===== src/rtl/bridge_pkg.sv =====
// Shared constants for the CPU data-bus bridge: UART register map and status bit layout.
package bridge_pkg;

   localparam logic [31:0] UART_DATA_ADDR = 32'hBFD0_03F8;
   localparam logic [31:0] UART_STAT_ADDR = 32'hBFD0_03FC;

   localparam int unsigned STAT_TX_NOT_FULL  = 0;
   localparam int unsigned STAT_RX_NOT_EMPTY = 1;
   localparam int unsigned STAT_RX_OVERRUN   = 2;
   localparam int unsigned STAT_TX_DROP      = 3;

endpackage


===== src/rtl/byte_fifo.sv =====
// Show-ahead byte FIFO. Pointers carry one extra MSB so full and empty are distinguishable.
module byte_fifo #(
   parameter int unsigned DEPTH = 4
) (
   input  logic       clk,
   input  logic       reset,
   input  logic       push,
   input  logic [7:0] push_data,
   input  logic       pop,
   output logic [7:0] head,
   output logic       full,
   output logic       empty
);

   localparam int unsigned AW = $clog2(DEPTH);
   localparam int unsigned PW = AW + 1;

   logic [PW-1:0] wr_q, wr_d, rd_q, rd_d;
   logic [7:0]    mem_q [DEPTH];
   logic          do_push, do_pop;

   assign empty = (wr_q == rd_q);
   assign full  = (wr_q[AW-1:0] == rd_q[AW-1:0]) && (wr_q[AW] != rd_q[AW]);
   // Head reads as zero when empty so the reset value of the output is defined.
   assign head  = empty ? 8'h00 : mem_q[rd_q[AW-1:0]];

   // A pop on a full FIFO frees the slot that a same-cycle push needs.
   always_comb begin
      do_pop  = pop & ~empty;
      do_push = push & (~full | do_pop);
      wr_d    = do_push ? wr_q + PW'(1) : wr_q;
      rd_d    = do_pop ? rd_q + PW'(1) : rd_q;
   end

   // Pointer registers; reset empties the FIFO.
   always_ff @(posedge clk or negedge reset) begin
      if (!reset) begin
         wr_q <= '0;
         rd_q <= '0;
      end else begin
         wr_q <= wr_d;
         rd_q <= rd_d;
      end
   end

   // Storage array; contents are meaningless while the pointers say empty.
   always_ff @(posedge clk) begin
      if (do_push) mem_q[wr_q[AW-1:0]] <= push_data;
   end

endmodule


===== src/rtl/data_bus_bridge.sv =====
// MEM-stage data port bridge: routes CPU loads/stores to async SRAM or to a buffered UART.
module data_bus_bridge #(
   parameter int unsigned SRAM_AW        = 20,
   parameter logic [31:0] UART_DATA_ADDR = bridge_pkg::UART_DATA_ADDR,
   parameter logic [31:0] UART_STAT_ADDR = bridge_pkg::UART_STAT_ADDR,
   parameter int unsigned TX_DEPTH       = 4,
   parameter int unsigned RX_DEPTH       = 4
) (
   input  logic               clk,
   input  logic               reset,
   input  logic               cpu_mem_write,
   input  logic               cpu_mem_read,
   input  logic [31:0]        cpu_mem_address,
   input  logic [31:0]        cpu_mem_write_data,
   output logic [31:0]        cpu_mem_read_data,
   output logic [SRAM_AW-1:0] sram_addr,
   output logic [31:0]        sram_wdata,
   input  logic [31:0]        sram_rdata,
   output logic               sram_ce_n,
   output logic               sram_oe_n,
   output logic               sram_we_n,
   output logic [7:0]         uart_tx_data,
   output logic               uart_tx_valid,
   input  logic               uart_tx_ready,
   input  logic [7:0]         uart_rx_data,
   input  logic               uart_rx_valid
);

   import bridge_pkg::*;

   logic        uart_data_sel, uart_stat_sel, sram_sel;
   logic        tx_push, tx_pop, tx_full, tx_empty;
   logic        rx_pop, rx_full, rx_empty;
   logic [7:0]  rx_head;
   logic        tx_drop_q, tx_drop_d, rx_overrun_q, rx_overrun_d;
   logic        stat_clr;
   logic [31:0] status;

   assign uart_data_sel = (cpu_mem_address == UART_DATA_ADDR);
   assign uart_stat_sel = (cpu_mem_address == UART_STAT_ADDR);
   assign sram_sel      = ~uart_data_sel & ~uart_stat_sel;

   assign sram_addr  = cpu_mem_address[SRAM_AW+1:2];
   assign sram_wdata = cpu_mem_write_data;
   assign sram_ce_n  = ~(sram_sel & (cpu_mem_read | cpu_mem_write));
   assign sram_oe_n  = ~(sram_sel & cpu_mem_read);
   assign sram_we_n  = ~(sram_sel & cpu_mem_write);

   assign tx_push       = cpu_mem_write & uart_data_sel;
   assign uart_tx_valid = ~tx_empty;
   assign tx_pop        = uart_tx_valid & uart_tx_ready;
   // A simultaneous write wins over a read, so a colliding load must not consume RX data.
   assign rx_pop        = cpu_mem_read & ~cpu_mem_write & uart_data_sel;
   assign stat_clr      = cpu_mem_read & uart_stat_sel;

   byte_fifo #(.DEPTH(TX_DEPTH)) u_tx_fifo (
      .clk       (clk),
      .reset     (reset),
      .push      (tx_push),
      .push_data (cpu_mem_write_data[7:0]),
      .pop       (tx_pop),
      .head      (uart_tx_data),
      .full      (tx_full),
      .empty     (tx_empty)
   );

   byte_fifo #(.DEPTH(RX_DEPTH)) u_rx_fifo (
      .clk       (clk),
      .reset     (reset),
      .push      (uart_rx_valid),
      .push_data (uart_rx_data),
      .pop       (rx_pop),
      .head      (rx_head),
      .full      (rx_full),
      .empty     (rx_empty)
   );

   // Sticky error flags: a status read clears them, but a same-cycle loss event keeps them set.
   always_comb begin
      tx_drop_d    = (tx_push & tx_full & ~tx_pop) | (tx_drop_q & ~stat_clr);
      rx_overrun_d = (uart_rx_valid & rx_full & ~rx_pop) | (rx_overrun_q & ~stat_clr);
   end

   // Sticky flag registers.
   always_ff @(posedge clk or negedge reset) begin
      if (!reset) begin
         tx_drop_q    <= 1'b0;
         rx_overrun_q <= 1'b0;
      end else begin
         tx_drop_q    <= tx_drop_d;
         rx_overrun_q <= rx_overrun_d;
      end
   end

   // Status word and load-data mux.
   always_comb begin
      status                    = '0;
      status[STAT_TX_NOT_FULL]  = ~tx_full;
      status[STAT_RX_NOT_EMPTY] = ~rx_empty;
      status[STAT_RX_OVERRUN]   = rx_overrun_q;
      status[STAT_TX_DROP]      = tx_drop_q;

      cpu_mem_read_data = 32'h0;
      if (cpu_mem_read) begin
         if (uart_data_sel)      cpu_mem_read_data = {24'h0, rx_head};
         else if (uart_stat_sel) cpu_mem_read_data = status;
         else                    cpu_mem_read_data = sram_rdata;
      end
   end

endmodule


===== config.mk =====
export PLATFORM = sky130hd
export DESIGN_NAME = data_bus_bridge
export DESIGN_NICKNAME = d
export VERILOG_FILES = /design/src/rtl/bridge_pkg.sv /design/src/rtl/byte_fifo.sv /design/src/rtl/data_bus_bridge.sv
export SDC_FILE = /design/constraint.sdc
export NUM_CORES = 1
export LEC_CHECK = 0
export ABC_AREA = 1
export BUFFER_PORTS_ARGS = -buffer_cell sky130_fd_sc_hd__buf_2
export CORE_UTILIZATION = 35
export DETAILED_ROUTE_END_ITERATION = 8
export HOLD_SLACK_MARGIN = 0.05
export MAX_ROUTING_LAYER = met4
export SKIP_LAST_GASP = 1
export SLEW_MARGIN = 20
export SYNTH_ARGS = -nofsm -noshare
export SYNTH_HDL_FRONTEND = slang
export SYNTH_HIERARCHICAL = 1
export SYNTH_SLANG_ARGS = --single-unit

===== constraint.sdc =====
create_clock -name clk -period 4.84 [get_ports clk]
set_clock_uncertainty 0.2 [all_clocks]
set_input_delay 0.726 -clock clk [delete_from_list [all_inputs] [get_ports clk]]
set_output_delay 0.726 -clock clk [all_outputs]
set_load 0.005 [all_outputs]

* Yosys cells after proc, flatten, opt, wreduce, memory -nomap -nowiden
Memory sizes are Yosys's and may differ from the RTL's.
Cells that the tools add are included.
** Storage, ports and cells
- Bits in registers :: 14
- Memory bits (writable) :: 64
- Input port bits :: 110
- Output and inout port bits :: 96
- Word-level logic and storage cells :: 68
- Memories :: 2
** Operators by class
- Add/subtract/negate cells :: 4
- Equal/unequal tests :: 8
- Muxes and demuxes :: 9
- Bitwise logic cells :: 37
- Reductions and logical operators :: 2
** Memories
- u_rx_fifo.mem_q :: words 4, bits a word 8, rd ports 1, clocked after Yosys merged registers in 0, write ports 1, line byte_fifo.sv:19 : logic [7:0] mem_q [DEPTH];
- u_tx_fifo.mem_q :: words 4, bits a word 8, rd ports 1, clocked after Yosys merged registers in 0, write ports 1, line byte_fifo.sv:19
** Operator list (count)
- 2-to-1 mux 32 bit :: 3
- equality test 32 bit, second input constant :: 2
- bitwise AND 1 bit :: 19
- 2-to-1 mux 8 bit :: 2
- inverter 1 bit :: 13
- adder 3 x 1 -> 3 bit, second input constant :: 4
- equality test 3 bit :: 2
- bitwise OR 1 bit :: 5
- equality test 2 bit :: 2
- 2-to-1 mux 1 bit :: 4
- logical AND 1 bit :: 2
- != test 1 bit :: 2

* Longest topological paths before layout
Gate-level depths: netlist (run 1).
- Depth after elaboration :: 8
- Mapped depth :: 14

* Hierarchy
Netlist (run 1), hierarchy kept.
** Modules (own cells, without submodules)
- byte_fifo :: times used 2, cells each 162, area an instance 1781.7 µm²
- data_bus_bridge :: times used 1, cells each 227, area an instance 1219.9 µm²

* Least setup slack after synthesis (run 1)
OpenSTA, ideal clock, no wires.
- Kind :: input-to-reg
- Start point :: in cpu_mem_address[12]
- End point :: mem u_rx_fifo.mem_q[1][0], enable pin
- Setup time :: 0.371 ns
- Arrival time :: 2.422 ns
- Required time :: 4.269 ns
- Path slack :: 1.848 ns
- Stages on the path :: 11
- Cell sequence :: inv_1 -> nand2_1 -> nor2_1 -> nand2_2 -> nor2_4 -> nand2_4 -> nor3_1 -> inv_1 -> nand4_4 -> nand2_4 -> nor2_1
** Between the ends
- Cells in the longest elaborated chain, start to end :: 7
** RTL lines
- start: declaration :: line data_bus_bridge.sv:13 : input logic [31:0] cpu_mem_address,
- equality test 32 bit :: line data_bus_bridge.sv:39 : assign uart_data_sel = (cpu_mem_address == UART_DATA_ADDR);
- bitwise AND 1 bit :: line data_bus_bridge.sv:53 : assign rx_pop = cpu_mem_read & ~cpu_mem_write & uart_data_sel;
- net rx_pop :: line data_bus_bridge.sv:33 : logic rx_pop, rx_full, rx_empty;
- bitwise AND 1 bit :: line byte_fifo.sv:29 : do_pop = pop & ~empty;
- bitwise OR 1 bit :: line byte_fifo.sv:30 : do_push = push & (~full | do_pop);
- bitwise AND 1 bit :: line byte_fifo.sv:30
- 2-to-1 mux 1 bit :: line byte_fifo.sv:48 : if (do_push) mem_q[wr_q[AW-1:0]] <= push_data;
- 2-to-1 mux 1 bit (not written as such) :: line byte_fifo.sv:48
- end: declaration :: line byte_fifo.sv:19
The timed path passes the listed nets, and every way through them passes these cells.

* Worst setup path in the final report (run 1)
- Start point :: reg u_tx_fifo.rd_q[0]
- End point :: mem u_tx_fifo.mem_q[3][6], enable pin
** Between the ends
- Cells in the longest elaborated chain, start to end :: 8
- Elaborated cells between the ends (all ways) :: 11
- Those cells by class :: 2 x eq/ne; 2 x mux; 6 x bitwise; 1 x reduce/logical
** RTL lines
- start: declaration :: line byte_fifo.sv:18 : logic [PW-1:0] wr_q, wr_d, rd_q, rd_d;
- start signal: assignment :: line byte_fifo.sv:42 : rd_q <= rd_d;
- equality test 3 bit :: line byte_fifo.sv:22 : assign empty = (wr_q == rd_q);
- net tx_empty :: line data_bus_bridge.sv:32 : logic tx_push, tx_pop, tx_full, tx_empty;
- inverter 1 bit :: line data_bus_bridge.sv:50 : assign uart_tx_valid = ~tx_empty;
- bitwise AND 1 bit :: line data_bus_bridge.sv:51 : assign tx_pop = uart_tx_valid & uart_tx_ready;
- net tx_pop :: line data_bus_bridge.sv:32
- bitwise AND 1 bit :: line byte_fifo.sv:29
- bitwise OR 1 bit :: line byte_fifo.sv:30
- bitwise AND 1 bit :: line byte_fifo.sv:30
- 2-to-1 mux 1 bit :: line byte_fifo.sv:48
- 2-to-1 mux 1 bit (not written as such) :: line byte_fifo.sv:48
- end: declaration :: line byte_fifo.sv:19
The timed path passes the listed nets, and every way through them passes these cells.

==> impl_metrics.env, run 1 <==
export IMPL_outcome="finished clean"
export IMPL_overflow=0
export IMPL_htree_levels=3
export IMPL_path_cells="inv_4, nand2_4, nand2_4, nand3_4, inv_1, nor2_1, inv_1, nand4_4, nand2_4, nor2_1"
export IMPL_drt_pass1_iter_count=4
export IMPL_drt_iter0_drc=125
export IMPL_syn_nets=671
export IMPL_maxCapViolCount=0
export IMPL_grt_pass1_wl_mm=17.6
export IMPL_cts_tree="yes"
export IMPL_fmax_mhz=295
export IMPL_cpPeakStageDelay_ns=0.79
export IMPL_grt_pass1_vias=3539
export IMPL_clkPwrFrac_pct=34.6
export IMPL_ant_nets=0
export IMPL_p_int_uw=1300
export IMPL_cts_hold_buf=0
export IMPL_antenna_found_initial=0
export IMPL_p_seq_share_pct=46.9
export IMPL_nets=771
export IMPL_grt_max_degree=26
export IMPL_yosysUniqueCellTypes=25
export IMPL_row_count=42
export IMPL_worst_pin_slew_ns=0.856
export IMPL_slowest_stage="dfrtp_1"
export IMPL_whs_ns=0.0969
export IMPL_io_pins=206
export IMPL_ctsLongestPathBuffers=2
export IMPL_core_um2=13300
export IMPL_arrival_ns=3.14
export IMPL_syn2layout_area_growth_pct=15.6
export IMPL_crit_required_ns=4.60
export IMPL_fin_cells=832
export IMPL_wl_per_cell_um=13.7
export IMPL_power_switching_uw=480
export IMPL_viasPerCell=4.47
export IMPL_hpwl_mm=8.96
export IMPL_r2r_slack_ns=1.46
export IMPL_multiInputGateArea_um2=1600
export IMPL_crit_fanout=20
export IMPL_finalCritPeriodShare_pct=69.9
export IMPL_min_path_type="in -> async"
export IMPL_num_vias=3723
export IMPL_numCtsBuffers=9
export IMPL_setup_worst_path_start_class="flip-flop"
export IMPL_ys_ff_latch=78
export IMPL_cts_root_buf="clkbuf_16"
export IMPL_initial_core_util_pct=36.0
export IMPL_netlist_instances=551
export IMPL_drc_errors=0
export IMPL_power_frac_comb_pct=18.5
export IMPL_endpoint_kind="flip-flop"
export IMPL_cp_common_cell="nand2_4"
export IMPL_setup_viol=0
export IMPL_die_h_um=119
export IMPL_syn_area_per_cell_um2=8.68
export IMPL_fin_area_um2=5530
export IMPL_die_x_um=119
export IMPL_dieArea_um2=14100
export IMPL_seqCellArea_um2=2270
export IMPL_power_uw=1780
export IMPL_rsz0062_at_grt="false"
export IMPL_clock_sinks=78
export IMPL_yosys_warnings=6
export IMPL_port_buffers=157
export IMPL_routed_wl_mm=11.4
export IMPL_power_per_cell_area_nw_per_um2=321
export IMPL_clkTransAtPathRegs_ns=0.06
export IMPL_slew_headroom_pct=42.7
export IMPL_switching_share_pct=27.0
export IMPL_antenna_cells=0
export IMPL_dp_cells=816
export IMPL_criticalPathCategory="reg -> reg"
export IMPL_fill_cells=1328
export IMPL_maxSlewViolCount=0
export IMPL_post_cts_resized=0
export IMPL_post_cts_buffers=0
export IMPL_finalSetupTns_ns=0
export IMPL_power_leakage_uw=0.00282
export IMPL_placed_area_um2=5250
export IMPL_place_gp_congestion=0.810
export IMPL_grt_usage_pct=16.9
export IMPL_final_period_minus_worst_setup_slack_ns=3.38
export IMPL_hold_viol_final=0
export IMPL_yosysSeqAreaShare_pct=47.5
export IMPL_ir_drop_mv=0.205
export IMPL_synth_area_um2=4780
export IMPL_clk_latency_ns=0.33
export IMPL_drive_above_1_share_pct=29.9
kinds of logic after synthesis:
family | after synthesis | synth area share [%]
AO/OA/AOI/OAI | 55 | 5.99
AND/OR/NAND/NOR | 236 | 23.0
buffers and inverters | 166 | 19.0
adder cells (fa/ha/maj) | 10 | 2.62
flip-flops | 78 | 47.5
XOR/XNOR | 6 | 1.88
power by group through the flow:
stage / logic [uW] / clock network [uW] / registers (uW)
6_report: 330 / 614 / 834
5_1_grt: 375 / 656 / 840
4_1_cts: 335 / 632 / 834
3_5_place_dp: 333 / 0 / 848
3_3_place_gp: 327 / 0 / 845
2_1_floorplan: 259 / 0 / 837
final cells by class:
| cell class | count | share of cell area, % |
|---|---|---|
| flip-flops and latches | 78 | 41.1 |
| multi-input cells | 307 | 29.0 |
| repair buffers | 157 | 14.2 |
| inverters | 98 | 6.74 |
| clock buffers | 12 | 4.64 |
| well taps | 176 | 3.98 |
| clock inverters | 4 | 0.407 |
sequential cells by signal, summed over array words and instances, names as in the netlist:
name	count
u_tx_fifo/rd_q	3
u_tx_fifo/wr_q	3
u_rx_fifo/rd_q	3
rx_overrun_q	1
u_tx_fifo/mem_q	32
tx_drop_q	1
u_rx_fifo/wr_q	3
u_rx_fifo/mem_q	32
metal layers:
metal  share of wire (%)  up-vias  global-route usage (%)  wire (um)
li1                    -     1866                       -          -
met1                  38     1702                    17.3       4330
met2                  51      130                    29.8       5860
met3                 6.1       25                    3.35        693
met4                 4.5        0                    10.5        512
met5                   0        -                       -          0
stage by stage:
| step | util [%] | setup slack [ns] |
|---|---|---|
| after global placement | 39.5 | 1.37 |
| after CTS | 41.6 | 1.37 |
| after global routing | 41.6 | 1.19 |
| final | 41.6 | 1.46 |
| after floorplan | - | 1.85 |
| after detailed placement | 39.5 | 1.27 |
final timing paths:
check / start / end / cells after the start
hold / removal: reset / u_tx_fifo/wr_q[0] / 1
hold reg to reg: rx_overrun_q / rx_overrun_q / 2
setup / recovery: u_tx_fifo/rd_q[0] / u_tx_fifo/mem_q[3][6] / 10
min in group clk: rx_overrun_q / rx_overrun_q / 2
setup reg to reg: u_tx_fifo/rd_q[0] / u_tx_fifo/mem_q[3][6] / 10
max in group asynchronous: reset / u_tx_fifo/wr_q[2] / 1
cell usage in the layout (no fill, tap or decap), types with 10 or more instances in the layout:
| cell | count |
|---|---|
| nand3_1 | 28 |
| nor2_1 | 93 |
| dfrtp_1 | 14 |
| nand2_1 | 93 |
| o21ai_1 | 11 |
| buf_2 | 157 |
| ha_1 | 10 |
| o21ai_0 | 43 |
| inv_1 | 96 |
| edfxtp_1 | 64 |
critical path: cells and delay by family (launching register included):
family,cells,cell delay (ns)
buffers and inverters,3,0.44
flip-flops,1,0.79
AND/OR/NAND/NOR,7,1.56
synth_stat cells:
| master | instances | area [um^2] |
|---|---|---|
| dfrtp_1 | 14 | 350 |
| inv_4 | 2 | 12.5 |
| xor2_1 | 4 | 35.0 |
| nand3_4 | 2 | 35.0 |
| clkbuf_8 | 1 | 13.8 |
| buf_6 | 8 | 90.1 |
| nand2_1 | 93 | 349 |
| o21ai_0 | 43 | 215 |
| o21ai_1 | 11 | 55.1 |
| nand2_4 | 9 | 101 |
| ha_1 | 10 | 125 |
| nand3_2 | 2 | 20.0 |
| buf_2 | 4 | 20.0 |
| nor3_1 | 1 | 5.00 |
| or2_2 | 1 | 6.26 |
| nand2_2 | 1 | 6.26 |
| o21ai_4 | 1 | 16.3 |
| nor2_4 | 4 | 45.0 |
| buf_4 | 55 | 413 |
| nand4_4 | 2 | 42.5 |
| xnor2_4 | 2 | 55.1 |
| nand3_1 | 28 | 140 |
| nor2_1 | 93 | 349 |
| edfxtp_1 | 64 | 1920 |
| inv_1 | 96 | 360 |
Note: power is estimated with default switching activity, not from simulation.
==> run 2, diff against run 1 <==
- ABC_AREA: 1 -> 0
- PLACE_DENSITY: unset -> 0.65
- clock period: 4.84 -> 3.1 ns (I/O delays scaled with it)
==> run 2 against run 1 <==
Effect of this change: global-route usage shrank 0.63 points; power grew 62%; worst setup slack lost 1.2 ns; largest power group unchanged; highest routed layer unchanged; worst hold slack gained 0.050 ns; combinational power grew 42%; wire length shrank 11%.
==> impl_metrics.env, run 2 <==
export IMPL_outcome="finished clean"
export IMPL_post_cts_resized=0
export IMPL_setup_viol=0
export IMPL_final_common_cell="buf_2"
export IMPL_yosys_cell_count_top_type="edfxtp_1"
export IMPL_yosys_warnings=6
export IMPL_maxSlewViolCount=0
export IMPL_synth_top_area_share_pct=43.5
export IMPL_yosysUniqueCellTypes=46
export IMPL_ys_ff_latch=78
export IMPL_syn_nets=444
export IMPL_slowest_stage="dfrtp_1"
export IMPL_worst_pin_slew_ns=0.477
export IMPL_antenna_found_initial=0
export IMPL_netlist_instances=324
export IMPL_ys_top_cells_by_area="edfxtp_1 43%, buf_4 9.2%, mux4_2 8.2%"
export IMPL_yosys_area_top_type="edfxtp_1"
export IMPL_synth_top_family_by_area="simple AND/OR/NAND/NOR gates"
export IMPL_overflow=0
export IMPL_fill_cells=1119
export IMPL_synthFlopType="edfxtp_1"
export IMPL_nets=564
export IMPL_syn_area_per_cell_um2=13.6
export IMPL_synth_area_um2=4420
export IMPL_hpwl_mm=7.95
export IMPL_numCtsBuffers=9
export IMPL_routed_wl_mm=10.1
export IMPL_viasPerCell=4.87
export IMPL_maxCapViolCount=0
export IMPL_antenna_cells=0
export IMPL_yosysSeqAreaShare_pct=51.4
export IMPL_slew_headroom_pct=67.9
export IMPL_initial_core_util_pct=36.3
export IMPL_cts_tree="yes"
export IMPL_min_path_type="in -> reg"
export IMPL_synthAdderAreaFrac_pct=2.83
export IMPL_synth_compound_area_share_pct=4.87
export IMPL_endpoint_kind="output pin"
export IMPL_die_x_um=114
export IMPL_drive_above_1_share_pct=49.9
export IMPL_final_period_minus_worst_setup_slack_ns=2.87
export IMPL_ir_drop_mv=0.378
export IMPL_path_cells="xor2_2, nor3_2, buf_4, nor2b_1, mux2_2, nand3_1, a21oi_1, buf_2"
export IMPL_core_um2=12200
export IMPL_final_cell_mix="157 x buf_2, 64 x edfxtp_1, 30 x and3_1"
export IMPL_htree_levels=3
export IMPL_syn2layout_area_growth_pct=22.1
export IMPL_synthTopCellsByCount="64 x edfxtp_1, 54 x buf_4, 30 x and3_1"
export IMPL_io_pins=206
export IMPL_wl_per_cell_um=16.4
export IMPL_arrival_ns=2.21
export IMPL_ctsLongestPathBuffers=2
export IMPL_power_leakage_uw=0.00233
export IMPL_fmax_mhz=348
export IMPL_criticalPathCategory="reg -> out"
export IMPL_power_per_cell_area_nw_per_um2=532
export IMPL_dieArea_um2=13100
export IMPL_port_buffers=157
export IMPL_drt_pass1_iter_count=5
export IMPL_crit_family="flip-flops"
export IMPL_clk_latency_ns=0.34
export IMPL_grt_max_degree=30
export IMPL_finalCritPeriodShare_pct=92.7
export IMPL_synth_async_reset_ratio_pct=17.9
export IMPL_post_cts_buffers=0
export IMPL_clock_sinks=78
export IMPL_drc_errors=0
export IMPL_crit_required_ns=2.43
export IMPL_dp_cells=600
export IMPL_num_vias=3007
export IMPL_place_gp_congestion=0.939
export IMPL_setup_worst_path_start_class="flip-flop"
export IMPL_synth_xor_xnor_area_share_pct=4.36
export IMPL_clkTransAtPathRegs_ns=0.06
export IMPL_die_h_um=114
export IMPL_synth_area_mux_share_pct=10.1
export IMPL_rsz0062_at_grt="false"
export IMPL_grt_pass1_vias=2974
export IMPL_crit_fanout=7
export IMPL_synth_simple_gate_area_share_pct=14.8
export IMPL_worst_path_buf_inv=2
export IMPL_row_count=40
export IMPL_hold_viol_final=0
export IMPL_synth_edff_count=64
export IMPL_grt_usage_pct=16.3
export IMPL_cts_root_buf="clkbuf_16"
export IMPL_grt_pass1_wl_mm=15.3
export IMPL_fin_cells=617
export IMPL_finalSetupTns_ns=0
export IMPL_ant_nets=0
export IMPL_cpPeakStageDelay_ns=0.55
export IMPL_drt_iter0_drc=107
## run 2: worst paths after layout
path                                    from               endpoint  slack, ns  depth (start not counted)
max in group asynchronous              reset      u_rx_fifo/wr_q[0]       2.08                          2
min                          uart_rx_data[2]  u_rx_fifo/mem_q[2][2]       0.15                          1
min reg2reg                        tx_drop_q              tx_drop_q       0.30                          1
max                        u_rx_fifo/rd_q[0]   cpu_mem_read_data[2]       0.23                          8
min in group asynchronous              reset      u_tx_fifo/wr_q[1]       0.36                          2
max reg2reg                u_tx_fifo/wr_q[0]  u_tx_fifo/mem_q[0][4]       0.65                          6
## run 2: cells by family after synthesis
family,count (synthesis)
AO/OA/AOI/OAI,28
XOR/XNOR,16
adder cells (fa/ha/maj),10
buffers and inverters,76
flip-flops,78
multiplexers,24
AND/OR/NAND/NOR,92
## run 2: cell type report
type                            count  area [um^2]  area share [%]
Inverter                           11         41.3           0.765
Sequential cell                    78         2270            42.1
Clock buffer                        9          225            4.17
Clock inverter                      7         88.8            1.65
Tap cell                          168          210            3.90
Multi-Input combinational cell    170         1640            30.4
Timing Repair Buffer              174          916            17.0
## run 2: metrics by stage
| step | utilization [%] | worst slack [ns] | instance area, um^2 | power (uW) | hold WS, ns |
|---|---|---|---|---|---|
| after floorplan | - | 0.200 | 4430 | 1660 | -0.0306 |
| after global placement | 41.7 | 0.258 | 5070 | 1790 | 0.194 |
| after detailed placement | 41.7 | 0.246 | 5070 | 1810 | 0.193 |
| after CTS | 44.4 | 0.175 | 5400 | 2900 | 0.139 |
| after global routing | 44.4 | 0.0392 | 5400 | 2990 | 0.147 |
| final | 44.4 | 0.225 | 5400 | 2870 | 0.147 |
## run 2: report_power, final
| part | total [uW] | internal [uW] | switching [uW] |
|---|---|---|---|
| combinational | 470 | 215 | 255 |
| clock | 1090 | 698 | 389 |
| sequential | 1310 | 1260 | 58.2 |
| total | 2870 | 2170 | 703 |
## run 2: layer usage
layer  track usage, %  routed length, um
met5                -                  0
met4             7.62                223
met3             3.07                559
met2             29.2               5460
met1             17.4               3880
## run 2: what timing repair did
action / in CTS / in global routing
endpoints found under the hold margin: 14 / 0
setup endpoints to repair: 0 / 0
hold buffers: 1 / 0
